**src/rtl/cpu_pkg.sv**
```systemverilog
// cpu_pkg: shared CPU defaults and the register-index type
package cpu_pkg;
    localparam int DATA_W_DEF = 16;
    localparam int NREGS_DEF = 8;
    localparam logic [15:0] R0_INIT_DEF = 16'h0001;
    typedef logic [$clog2(NREGS_DEF)-1:0] reg_idx_t;
endpackage

```
**src/rtl/regfile_sb_if.sv**
```systemverilog
// regfile_sb_if: decode/writeback bus of the register file
interface regfile_sb_if #(
    parameter int DATA_W = 16,
    parameter int NREGS = 8
);
    localparam int ADDR_W = $clog2(NREGS);
    logic write_en;
    logic [ADDR_W-1:0] wreg;
    logic [DATA_W-1:0] writedata;
    logic [ADDR_W-1:0] rega;
    logic [ADDR_W-1:0] regb;
    logic [DATA_W-1:0] read1;
    logic [DATA_W-1:0] read2;
    logic busy1;
    logic busy2;
    logic claim_en;
    logic [ADDR_W-1:0] claim_reg;
    logic [ADDR_W:0] busy_cnt;
    logic err_wb;
    modport master (
        output write_en, wreg, writedata, rega, regb, claim_en, claim_reg,
        input read1, read2, busy1, busy2, busy_cnt, err_wb
    );
    modport slave (
        input write_en, wreg, writedata, rega, regb, claim_en, claim_reg,
        output read1, read2, busy1, busy2, busy_cnt, err_wb
    );
endinterface

```
**src/rtl/regfile_scoreboard.sv**
```systemverilog
// regfile_scoreboard: per-register busy bits, busy count and sticky writeback error
module regfile_scoreboard #(
    parameter int NREGS = 8,
    parameter int ADDR_W = $clog2(NREGS),
    parameter bit ZERO_REG = 1'b0
) (
    input  logic              clk,
    input  logic              rst,
    input  logic              write_en,
    input  logic [ADDR_W-1:0] wreg,
    input  logic              claim_en,
    input  logic [ADDR_W-1:0] claim_reg,
    output logic [NREGS-1:0]  busy,
    output logic [ADDR_W:0]   busy_cnt,
    output logic              err_wb
);
    logic [NREGS-1:0] busy_nxt;
    logic [ADDR_W:0] cnt_nxt;
    logic err_set;
    // a claim beats a same-cycle release so the newer producer keeps the register
    always_comb begin
        busy_nxt = busy;
        cnt_nxt = '0;
        for (int i = 0; i < NREGS; i++) begin
            busy_nxt[i] = (claim_en && claim_reg == ADDR_W'(i) && !(ZERO_REG && i == 0)) ? 1'b1 :
                          (write_en && wreg == ADDR_W'(i)) ? 1'b0 : busy[i];
            cnt_nxt = cnt_nxt + (ADDR_W + 1)'(busy_nxt[i]);
        end
    end
    assign err_set = write_en && !busy[wreg] && !(ZERO_REG && wreg == '0);
    // busy_cnt tracks the popcount of the bits being registered alongside it
    always_ff @(posedge clk or posedge rst) begin
        if (rst) begin
            busy <= '0;
            busy_cnt <= '0;
            err_wb <= 1'b0;
        end else begin
            busy <= busy_nxt;
            busy_cnt <= cnt_nxt;
            err_wb <= err_wb | err_set;
        end
    end
endmodule

```
**src/rtl/regfile_sb.sv**
```systemverilog
// regfile_sb: parametrised register file with bypass, optional zero register and scoreboard
module regfile_sb
    import cpu_pkg::*;
#(
    parameter int DATA_W = DATA_W_DEF,
    parameter int NREGS = NREGS_DEF,
    parameter int ADDR_W = $clog2(NREGS),
    parameter logic [DATA_W-1:0] R0_INIT = DATA_W'(R0_INIT_DEF),
    parameter bit ZERO_REG = 1'b0,
    parameter bit BYPASS = 1'b1
) (
    input logic clk,
    input logic rst,
    regfile_sb_if.slave bus
);
    logic [DATA_W-1:0] regs [NREGS];
    logic [NREGS-1:0] busy;
    logic wr_ok;
    assign wr_ok = bus.write_en && !(ZERO_REG && bus.wreg == '0);
    // data array; register 0 is left untouched when it is hardwired to zero
    always_ff @(posedge clk or posedge rst) begin
        if (rst) begin
            for (int i = 0; i < NREGS; i++)
                regs[i] <= (i == 0 && !ZERO_REG) ? R0_INIT : '0;
        end else if (wr_ok) begin
            regs[bus.wreg] <= bus.writedata;
        end
    end
    assign bus.read1 = (BYPASS && wr_ok && bus.wreg == bus.rega) ? bus.writedata : regs[bus.rega];
    assign bus.read2 = (BYPASS && wr_ok && bus.wreg == bus.regb) ? bus.writedata : regs[bus.regb];
    assign bus.busy1 = busy[bus.rega];
    assign bus.busy2 = busy[bus.regb];
    regfile_scoreboard #(
        .NREGS(NREGS),
        .ADDR_W(ADDR_W),
        .ZERO_REG(ZERO_REG)
    ) u_sb (
        .clk(clk),
        .rst(rst),
        .write_en(bus.write_en),
        .wreg(bus.wreg),
        .claim_en(bus.claim_en),
        .claim_reg(bus.claim_reg),
        .busy(busy),
        .busy_cnt(bus.busy_cnt),
        .err_wb(bus.err_wb)
    );
endmodule

```
**src/flat_wrapper.sv**
```systemverilog
// flat-port wrapper written by rule: the top's interface ports become plain ports
module regfile_sb_flat import cpu_pkg::*;
#(
    parameter int DATA_W = DATA_W_DEF,
    parameter int NREGS = NREGS_DEF,
    parameter int ADDR_W = $clog2(NREGS),
    parameter logic [DATA_W-1:0] R0_INIT = DATA_W'(R0_INIT_DEF),
    parameter bit ZERO_REG = 1'b0,
    parameter bit BYPASS = 1'b1
)
  (clk, rst, bus_write_en, bus_wreg, bus_writedata, bus_rega, bus_regb, bus_claim_en, bus_claim_reg, bus_read1, bus_read2, bus_busy1, bus_busy2, bus_busy_cnt, bus_err_wb);
  regfile_sb_if #(.DATA_W(DATA_W), .NREGS(NREGS)) bus_i ();
  input logic clk;
  input logic rst;
  input wire logic [$bits(bus_i.write_en)-1:0] bus_write_en;
  input wire logic [$bits(bus_i.wreg)-1:0] bus_wreg;
  input wire logic [$bits(bus_i.writedata)-1:0] bus_writedata;
  input wire logic [$bits(bus_i.rega)-1:0] bus_rega;
  input wire logic [$bits(bus_i.regb)-1:0] bus_regb;
  input wire logic [$bits(bus_i.claim_en)-1:0] bus_claim_en;
  input wire logic [$bits(bus_i.claim_reg)-1:0] bus_claim_reg;
  output wire logic [$bits(bus_i.read1)-1:0] bus_read1;
  output wire logic [$bits(bus_i.read2)-1:0] bus_read2;
  output wire logic [$bits(bus_i.busy1)-1:0] bus_busy1;
  output wire logic [$bits(bus_i.busy2)-1:0] bus_busy2;
  output wire logic [$bits(bus_i.busy_cnt)-1:0] bus_busy_cnt;
  output wire logic [$bits(bus_i.err_wb)-1:0] bus_err_wb;
  assign bus_i.write_en = bus_write_en;
  assign bus_i.wreg = bus_wreg;
  assign bus_i.writedata = bus_writedata;
  assign bus_i.rega = bus_rega;
  assign bus_i.regb = bus_regb;
  assign bus_i.claim_en = bus_claim_en;
  assign bus_i.claim_reg = bus_claim_reg;
  assign bus_read1 = bus_i.read1;
  assign bus_read2 = bus_i.read2;
  assign bus_busy1 = bus_i.busy1;
  assign bus_busy2 = bus_i.busy2;
  assign bus_busy_cnt = bus_i.busy_cnt;
  assign bus_err_wb = bus_i.err_wb;
  regfile_sb #(.DATA_W(DATA_W), .NREGS(NREGS), .ADDR_W(ADDR_W), .R0_INIT(R0_INIT), .ZERO_REG(ZERO_REG), .BYPASS(BYPASS)) u_core (.clk(clk), .rst(rst), .bus(bus_i));
endmodule
```
**config.mk**
```make
export PLATFORM = sky130hd
export DESIGN_NAME = regfile_sb_flat
export DESIGN_NICKNAME = d
export VERILOG_FILES = /design/src/rtl/cpu_pkg.sv /design/src/rtl/regfile_sb_if.sv /design/src/rtl/regfile_scoreboard.sv /design/src/rtl/regfile_sb.sv /design/src/flat_wrapper.sv
export SDC_FILE = /design/constraint.sdc
export NUM_CORES = 1
export LEC_CHECK = 0
export CAP_MARGIN = 20
export CELL_PAD_IN_SITES_DETAIL_PLACEMENT = 1
export CELL_PAD_IN_SITES_GLOBAL_PLACEMENT = 2
export CORE_MARGIN = 8
export CORE_UTILIZATION = 43
export DETAILED_ROUTE_END_ITERATION = 10
export GPL_TIMING_DRIVEN = 1
export PLACE_DENSITY = 0.92
export SLEW_MARGIN = 15
export SYNTH_ARGS = -nofsm -noshare
export SYNTH_HDL_FRONTEND = slang
export SYNTH_SLANG_ARGS = --single-unit
```
**constraint.sdc**
```tcl
create_clock -name clk -period 6.9 [get_ports clk]
set_clock_uncertainty 0.1 [all_clocks]
set_input_delay 1.725 -clock clk [delete_from_list [all_inputs] [get_ports clk]]
set_output_delay 1.725 -clock clk [all_outputs]
set_load 0.05 [all_outputs]
```
Yosys cells after proc, flatten, opt, wreduce, memory -nomap -nowiden
Cells that the tools add are included.
{ "op_classes": {"multipliers": 0, "n_eq_ne": 16, "magnitude_cmp": 7, "shifts": 0, "n_addsub": 7, "n_reduce_logical": 23, "muxes": 33, "n_div": 0, "n_bitwise": 4} }
{ "ops": {"columns": ["operator", "count"], "rows": [
  ["bitwise mux 128 bit", 1],
  ["2-to-1 mux 16 bit", 7],
  ["binary-select mux 16 bit (select 3 bit)", 2],
  ["demux 16 bit (select 3 bit)", 1],
  ["== test 3 bit (second input constant)", 8],
  ["logical AND 1 bit", 20],
  ["2-to-1 mux 1 bit", 19],
  ["adder 4 x 1 -> 4 bit", 4],
  ["== test 3 x 2 -> 1 bit (second input constant)", 4],
  ["greater-or-equal comparator 4 bit (second input constant)", 3],
  ["less-than comparator 3 x 4 -> 1 bit (second input constant)", 3],
  ["inverter 3 -> 4 bit", 3],
  ["binary-select mux 1 bit (select 3 bit)", 3],
  ["== test 3 x 1 -> 1 bit (second input constant)", 2],
  ["== test 3 bit", 2],
  ["logical NOT 3 bit", 2],
  ["adder 3 x 1 -> 4 bit", 1],
  ["less-than comparator 4 x 1 -> 1 bit (second input constant)", 1],
  ["adder 2 x 1 -> 3 bit", 1],
  ["adder 1 x 1 -> 2 bit", 1],
  ["logical NOT 1 bit", 1],
  ["OR 1 bit", 1]
]} }
{ "totals": {"rom_bits": 0, "ff_bits": 141, "in_bits": 32, "latch_bits": 0, "output_inout_bits": 39, "mem_count": 0, "mem_bits_rw": 0} }

Depth between registers and ports, before layout
Gate-level depths: netlist of the first run.
{ "logic_depth": {"word_depth": 11, "depth_mapped": 16} }

Modules after synthesis
A second synthesis of the first run with hierarchy kept.
{ "unflattened": {"hier_cells": 528, "hier_area_um2": 8321.7} }
{ "modules_own_cells": {"columns": ["module", "area_per_inst_um2", "cells_each", "instances", "seq_area_each_um2"], "rows": [
  ["regfile_sb", 7571.0, 459, 1, 3204.3],
  ["regfile_scoreboard", 750.7, 69, 1, 325.3]
]} }

Least setup slack after synthesis of the first run
No wires, ideal clock.
{ "synth_timing": {"path_kind": "input -> register", "start": "input port bus_wreg[2]", "end": "register u_core.u_sb.busy_cnt[2]", "slack_ns": 1.632, "t_required_ns": 6.677, "path_buffers": 3, "arrival_ns": 5.045, "stages": 16, "cell_sequence": "buf_4 > nand2b_4 > or3b_1 > buf_2 > buf_4 > a21boi_0 > fa_1 > inv_1 > fa_1 > inv_1 > fa_1 > inv_1 > ha_1 > inv_1 > fa_1 > xnor2_1"} }
{ "synth_via": {"elab_chain_len": 11, "word_cells_on_any_way": 39, "cone_classes": "7 x add/sub; 7 x eq/ne; 16 x mux; 9 x reduce/logical"} }
{ "synth_lines": {"columns": ["element", "line_no", "source"], "rows": [
  ["start: declaration", "flat_wrapper.sv:16", "input wire logic [$bits(bus_i.wreg)-1:0] bus_wreg;"],
  ["== test 3 x 1 -> 1 bit or logical NOT 3 bit (tied branches)", "regfile_scoreboard.sv:26", "(write_en && wreg == ADDR_W'(i)) ? 1'b0 : busy[i];"],
  ["logical AND 1 bit", "regfile_scoreboard.sv:26", null],
  ["2-to-1 mux 1 bit", "regfile_scoreboard.sv:26", null],
  ["2-to-1 mux 1 bit", "regfile_scoreboard.sv:25", "busy_nxt[i] = (claim_en && claim_reg == ADDR_W'(i) && !(ZERO_REG && i == 0)) ? 1'b1 :"],
  ["adder 1 x 1 -> 2 bit", "regfile_scoreboard.sv:27", "cnt_nxt = cnt_nxt + (ADDR_W + 1)'(busy_nxt[i]);"],
  ["adder 2 x 1 -> 3 bit", "regfile_scoreboard.sv:27", null],
  ["adder 3 x 1 -> 4 bit", "regfile_scoreboard.sv:27", null],
  ["adder 4 x 1 -> 4 bit (3 in a row)", "regfile_scoreboard.sv:27", null],
  ["adder 4 x 1 -> 4 bit (*)", "regfile_scoreboard.sv:27", null],
  ["named net u_core.u_sb.cnt_nxt[2]", "regfile_scoreboard.sv:18", "logic [ADDR_W:0] cnt_nxt;"],
  ["end signal: assignment", "regfile_scoreboard.sv:39", "busy_cnt <= cnt_nxt;"],
  ["end: declaration", "regfile_scoreboard.sv:14", "output logic [ADDR_W:0] busy_cnt,"]
]} }
Mark *: on every way through the listed nets, which the timed path passes. The rest lies on a longest branch.
A chain may end at the register's enable or synchronous reset.

Worst setup path after layout of the first run
{ "layout_timing": {"start": "input port bus_regb[1]", "end": "output port bus_read2[4]"} }
{ "layout_via": {"elab_chain_len": 5, "word_cells_on_any_way": 7, "cone_classes": "1 x eq/ne; 4 x mux; 1 x bitwise; 1 x reduce/logical"} }
{ "layout_lines": {"columns": ["element", "line_no", "source"], "rows": [
  ["start: declaration", "flat_wrapper.sv:19", "input wire logic [$bits(bus_i.regb)-1:0] bus_regb;"],
  ["inverter 3 -> 4 bit (not written as such)", "regfile_sb.sv:30", "assign bus.read2 = (BYPASS && wr_ok && bus.wreg == bus.regb) ? bus.writedata : regs[bus.regb];"],
  ["binary-select mux 16 bit (select 3 bit)", "regfile_sb.sv:30", null],
  ["2-to-1 mux 16 bit (not written as such) (2 in a row)", "regfile_sb.sv:30", null],
  ["2-to-1 mux 16 bit (*)", "regfile_sb.sv:30", null],
  ["end: declaration", "flat_wrapper.sv:23", "output wire logic [$bits(bus_i.read2)-1:0] bus_read2;"]
]} }
Every way passes the cells marked *; elsewhere a longest branch is shown, timed or not. The select of a mux whose other input is x is not followed.

==> results of run 1 <==
==> cells in the mapped netlist <==
cell type	n	share of area
nand2_1	7	0.0031
a32o_1	2	0.0024
mux2_4	10	0.018
a21boi_0	1	0.00090
buf_1	16	0.0072
inv_1	13	0.0058
mux2_2	184	0.25
nor3_2	1	0.0012
mux4_1	64	0.20
nor3b_2	1	0.0015
a22oi_1	1	0.00090
nor2b_1	3	0.0022
nor2_1	1	0.00045
dfrtp_1	140	0.42
buf_4	4	0.0036
nand4b_1	3	0.0031
fa_1	4	0.0096
buf_2	13	0.0078
o32ai_1	1	0.0010
or3b_1	1	0.0010
mux4_2	6	0.016
o21ai_0	2	0.0012
a32oi_1	2	0.0021
ha_1	3	0.0045
a21oi_1	1	0.00060
dfstp_2	1	0.0031
buf_6	9	0.012
xnor2_1	7	0.0073
a22o_1	2	0.0021
clkbuf_1	12	0.0054
or3_1	2	0.0015
o21a_1	1	0.00090
nand2b_4	1	0.0016
o221ai_1	1	0.0010
nand4_1	3	0.0022
==> power by group through the flow <==
| stage | clock network [mW] | registers [mW] | logic (mW) |
|---|---|---|---|
| 4_1_cts | 0.897 | 1.16 | 1.13 |
| 6_report | 0.876 | 1.16 | 1.11 |
| 2_1_floorplan | 0 | 1.15 | 0.815 |
| 3_3_place_gp | 0 | 1.14 | 1.07 |
| 5_1_grt | 0.925 | 1.19 | 1.19 |
| 3_5_place_dp | 0 | 1.17 | 1.11 |
==> worst max-delay path by stage <==
stage / startpoint / to / slack (ns) / depth (start not counted)
floorplan: rst / u_core.regs[0]$_DFFE_PP0P_ / 1.30 / 1
detailed placement: bus_regb[1] / bus_read2[4] / 0.93 / 6
finish: bus_regb[1] / bus_read2[4] / 0.95 / 6
CTS: bus_regb[1] / bus_read2[4] / 0.93 / 6
global route: bus_regb[1] / bus_read2[4] / 0.89 / 6
global placement: bus_regb[1] / bus_read2[4] / 1.06 / 6
==> cell families (layout without fill, tap and decap cells) <==
kind of cell	count (synthesis)	in the layout
mux	264	264
flops	141	141
buf+inv	67	137
simple gates	23	23
compound gates	14	14
fa+ha+maj	7	7
xor+xnor	7	7
==> registers in the layout, indices dropped and copies added (netlist names) <==
| name | flops |
|---|---|
| u_core.regs | 128 |
| u_core.u_sb.busy | 8 |
| u_core.u_sb.busy_cnt | 4 |
| u_core.u_sb.err_wb | 1 |
==> layer usage <==
layer  wire (um)  part of all wire
met5           0                 0
met3         942             0.041
met2       11800              0.52
met4         471             0.021
met1        9550              0.42
==> area by class of cell <==
| class | count | area (um2) |
|---|---|---|
| well taps | 265 | 332 |
| repair buffers | 94 | 795 |
| clock buffers | 23 | 468 |
| fillers | 1877 | 9530 |
| clock inverters | 7 | 90.1 |
| multi-input cells | 315 | 4480 |
| flip-flops and latches | 141 | 3530 |
| inverters | 13 | 51.3 |
==> worst max-delay path: stages <==
cell and delay (ns):
clkdlybuf4s50_1 0.89, buf_4 0.38, mux4_1 0.34, mux2_2 0.30, mux2_2 0.29, buf_4 0.20
==> stage by stage <==
stage	cells	util	total power [mW]
global placement	828	0.476	2.21
global route	858	0.506	3.30
finish	858	0.506	3.15
detailed placement	828	0.476	2.28
floorplan	523	-	1.96
CTS	858	0.505	3.18
==> run summary, run 1 <==
Hold Slack: 0.405 ns
Via count: 5162
Min-Delay Path Depth: 2
Fin area: 0.00974 mm2
Crit path kind: in2out
Final Max Slew Viols: 0
Sw Ratio: 0.330
Port bufs: 70
Post-synthesis compound-gate area fraction: 0.0132
CTS-repair resized insts: 0
Most common cell after layout, fill and taps aside: mux2_2
Share of cells above drive strength 1: 0.487
Hold-fix buffers, CTS: 0
Commonest non-fill, non-tap cells in the layout: mux2_2 (184), dfrtp_1 (140), mux4_1 (64), buf_4 (55), clkdlybuf4s50_1 (36)
CTS tree: done
Vias per cell: 6.02
Met2 usage: 0.344
Setup crit end kind: primary output
Clk slew on worst S/H paths: 0.05 ns
Synth Area in Adders: 0.0141
Period utilization: 0.863
WP data required: 5.08 ns
Final WS setup: 0.948 ns
CP arrival: 4.13 ns
Largest net degree at the start of global routing: 90
HP Start: u_core.u_sb.err_wb$_DFF_PP0_
R2R Path Start: u_core.u_sb.busy[1]$_DFF_PP0_
Global-route wire length before repair: 35700 um
Final GP Congestion: 0.768
CTS Sinks: 141
Reg power frac: 0.369
RSZ-0062 raised after global routing: no
Simple-Gate Fraction of Synth Area: 0.0181
Syn_nets: 562
Post-synthesis mux area share: 0.483
Die height: 155 um
Initial antenna violation count: 0
ANT nets after route: 0
Comb pwr share: 0.353
Final-report setup violation count: 0
Met3 GRT Util: 0.0322
Nets@finish: 621
R2R cell count: 11
IO Pins: 71
Min-Delay Path Class: reg2reg
Die area: 0.0242 mm2
Leakage: 4.22 nW
Max VDD drop: 0.162 mV
Std-Cell Rows: 51
Clk buf depth: 2
Library cells used by synthesis: 35
Pre-antenna DRT Iters: 4
Area Overhead vs Synth: 16.6%
Pre-CTS WS: 0.934 ns
Grt peak-use layer: met2
Internal reg-to-reg setup slack: 3.62 ns
Clock power share: 0.278
Final WL: 22800 um
Slew HR: 0.424
Seq/Total Area, Yosys: 0.422
Starting density of the core: 0.434
CP max FO: 15
DRC viols: 0
Fmax: 0.168 GHz
Grt total ovfl: 0
DP Area: 0.00918 mm2
GRT met1 Usage: 0.240
XOR/XNOR share of the synthesized area: 0.00733
ANT cells: 0
Root buf cell: clkbuf_16
Core area: 0.0193 mm2
Hold Path End: u_core.u_sb.err_wb$_DFF_PP0_
CTS buffer count: 17
CTS H-tree depth: 4
Synthesized area: 0.00836 mm2
Slew @ Worst Pin: 0.863 ns
Status: finished clean
Pint: 2.11 mW
Pwr Density: 323 mW/mm2
Largest family of logic cells by synthesized area: multiplexers
Worst skew pair latency: 0.41 ns
Synthesized flop and latch total: 141
DP HPWL: 14500 um
Reg-to-Reg End: u_core.u_sb.busy_cnt[2]$_DFF_PP0_
Startpoint type of the worst setup path: input port
DR iter-0 viols: 291
Total of max-cap violations: 0
Syn avg cell area: 16.0 um2
Number of global-route vias before repair: 5823
Cells after Synth: 523
Setup_tns: 0 ns
Post-CTS Setup Bufs: 0
Die X: 155 um
Psw: 1.04 mW
Fin crit period: 5.95 ns
Synth Warn #: 0
Endpoints failing hold: 0
Gr usage total: 0.195
Avg WL per Cell: 26.6 um
Power figures use the tool's default switching activity.
==> run 2, diff against run 1 <==
- CORE_MARGIN: 8 -> default
- SLEW_MARGIN: 15 -> 25
==> run 2 against run 1 <==
Non-clock buffer count shrank 1. Global-route usage grew 4.9 points. Hold slack gained 0.019 ns. Sequential power is essentially flat. Sequential share of layout area shrank 0.056 points. Core utilization grew 1.1 points. Clock power grew 2%. Total power grew 0.58%. Die area shrank 17%. Routed wire length shrank 1.4%. Highest routed layer unchanged.
==> run summary, run 2 (same netlist as run 1, synthesis figures left out) <==
Status: finished clean
Clk buf depth: 2 (unchanged)
Avg WL per Cell: 26.3 um (-1.1%)
Leakage: 4.24 nW (+0.40%)
ANT nets after route: 0 (unchanged)
Largest Register: u_core.regs
Final GP Congestion: 0.813 (+5.8%)
Comb pwr share: 0.351 (-0.002)
Pwr Density: 325 mW/mm2 (+0.42%)
DRC viols: 0 (unchanged)
Total placed cells including tap cells: 822 (-0.72%)
Largest regs: u_core.regs x128, u_core.u_sb.busy x8, u_core.u_sb.busy_cnt x4
Setup crit end kind: primary output
Setup_tns: 0 ns (unchanged)
Worst skew pair latency: 0.43 ns (+0.02 ns)
Min-Delay Path Class: reg2reg
Pre-antenna DRT Iters: 5 (+1)
Max VDD drop: 0.194 mV (+20%)
RSZ-0062 raised after global routing: no
Sw Ratio: 0.333 (+0.00210)
Hold-fix buffers, CTS: 0 (unchanged)
Crit path kind: in2out
Gr usage total: 0.244 (+0.0486)
CP arrival: 4.12 ns (about the same)
Psw: 1.05 mW (+1.2%)
Global-route wire length before repair: 35300 um (-1.1%)
Slew @ Worst Pin: 0.831 ns (-0.0327 ns)
CTS buffer count: 17 (unchanged)
Slew HR: 0.444 (+0.0201)
CP max FO: 14 (-1)
Startpoint type of the worst setup path: input port
Largest net degree at the start of global routing: 53 (-41%)
Root buf cell: clkbuf_16
Die height: 141 um (-9.0%)
Share of cells above drive strength 1: 0.491 (+0.00337)
Area Overhead vs Synth: 16.7%
Final Max Slew Viols: 0 (unchanged)
Reg power frac: 0.367 (-0.002)
Clk slew on worst S/H paths: 0.06 ns (about the same)
DR iter-0 viols: 258 (-11%)
Post-layout util: 0.517 (+0.0109)
Final-report setup violation count: 0 (unchanged)
Starting density of the core: 0.442 (+0.00868)
Crit path cell chain: clkdlybuf4s50_1 > buf_4 > mux4_1 > mux2_2 > mux2_2 > buf_4
Post-CTS Setup Bufs: 0 (unchanged)
Most common cell after layout, fill and taps aside: mux2_2
Final std cells w/o fill: 855 (-0.35%)
IO Pins: 71 (unchanged)
Number of global-route vias before repair: 5734 (-1.5%)
CTS-repair resized insts: 0 (unchanged)
Period utilization: 0.862 (about the same)
DP Area: 0.00918 mm2 (about the same)
Initial antenna violation count: 2 (+2)
CTS H-tree depth: 4 (unchanged)
Die area: 0.0200 mm2 (-17%)
Std-Cell Rows: 50 (-2.0%)
Clock power share: 0.282 (+0.004)
Hold Slack: 0.424 ns (+0.0193 ns)
Total of max-cap violations: 0 (unchanged)
CP max stage cell: clkdlybuf4s50_1
Die X: 141 um (-9.0%)
Core area: 0.0189 mm2 (-2.0%)
Final WL: 22500 um (-1.4%)
Pint: 2.11 mW (+0.26%)
Commonest non-fill, non-tap cells in the layout: mux2_2 (184), dfrtp_1 (140), mux4_1 (64), buf_4 (54), clkdlybuf4s50_1 (36)
Fmax: 0.168 GHz (about the same)
Fin area: 0.00976 mm2 (+0.15%)
WP data required: 5.08 ns (about the same)
Endpoints failing hold: 0 (unchanged)
Fin crit period: 5.95 ns (-0.00566 ns)
Largest register FFs: 128 (unchanged)
DP HPWL: 14700 um (+1.0%)
Grt total ovfl: 0 (unchanged)
Critical path's largest stage delay: 0.95 ns (+0.06 ns)
CTS Sinks: 141 (unchanged)
Nets@finish: 620 (-0.16%)
Vias per cell: 6.00 (-0.33%)
Port bufs: 70 (unchanged)
CTS tree: done
Via count: 5127 (-0.68%)
[run 2: cell types whose count changed in the layout (fill, tap and decap cells not counted), sizes merged]
cell	delta
buf	-1
clkinvlp	-1
diode	+2
clkbuf	+2
bufinv	-1
clkinv	+1
[run 2: critical path, delay by kind of cell]
family,cells,cell delay (ns)
buffers and inverters,3,1.50
muxes,3,0.88
[run 2: power by group through the flow]
| stage | logic [mW] | clock network, mW | registers (mW) |
|---|---|---|---|
| 2_1_floorplan | 0.815 | 0 | 1.15 |
| 3_3_place_gp | 1.08 | 0 | 1.14 |
| 3_5_place_dp | 1.12 | 0 | 1.17 |
| 4_1_cts | 1.13 | 0.912 | 1.16 |
| 5_1_grt | 1.19 | 0.937 | 1.18 |
| 6_report | 1.11 | 0.895 | 1.16 |
[run 2: area by class of cell]
| type | instances | area, um2 |
|---|---|---|
| flip-flops and latches | 141 | 3530 |
| inverters | 13 | 51.3 |
| fillers | 1810 | 9130 |
| multi-input cells | 315 | 4480 |
| diodes | 2 | 5.00 |
| repair buffers | 93 | 796 |
| clock inverters | 6 | 57.6 |
| clock buffers | 25 | 515 |
| well taps | 260 | 325 |
[run 2: final timing paths]
path,to,from,slack (ns),depth (start not counted)
worst max register to register,u_core.u_sb.busy_cnt[2]$_DFF_PP0_,u_core.u_sb.busy[1]$_DFF_PP0_,3.56,11
worst max-delay path,bus_read2[15],bus_regb[1],0.95,6
worst min register to register,u_core.regs[22]$_DFFE_PP0P_,u_core.regs[22]$_DFFE_PP0P_,0.42,1
max in group asynchronous,u_core.regs[116]$_DFFE_PP0P_,rst,3.89,3
min in group asynchronous,u_core.regs[14]$_DFFE_PP0P_,rst,1.63,2
worst min-delay path,u_core.regs[22]$_DFFE_PP0P_,u_core.regs[22]$_DFFE_PP0P_,0.42,1
[run 2: through the flow]
stage	power, mW	setup slack (ns)
floorplan	1.96	1.30
global placement	2.22	0.970
detailed placement	2.29	0.884
CTS	3.20	0.947
global route	3.31	0.876
finish	3.17	0.954
[run 2: layer usage]
metal / vias to the layer above / global-route usage / share of wire
li1: 2187 / - / -
met1: 2754 / 0.302 / 0.40
met2: 154 / 0.418 / 0.52
met3: 32 / 0.0489 / 0.057
met4: 0 / 0.101 / 0.017
met5: - / 0 / 0
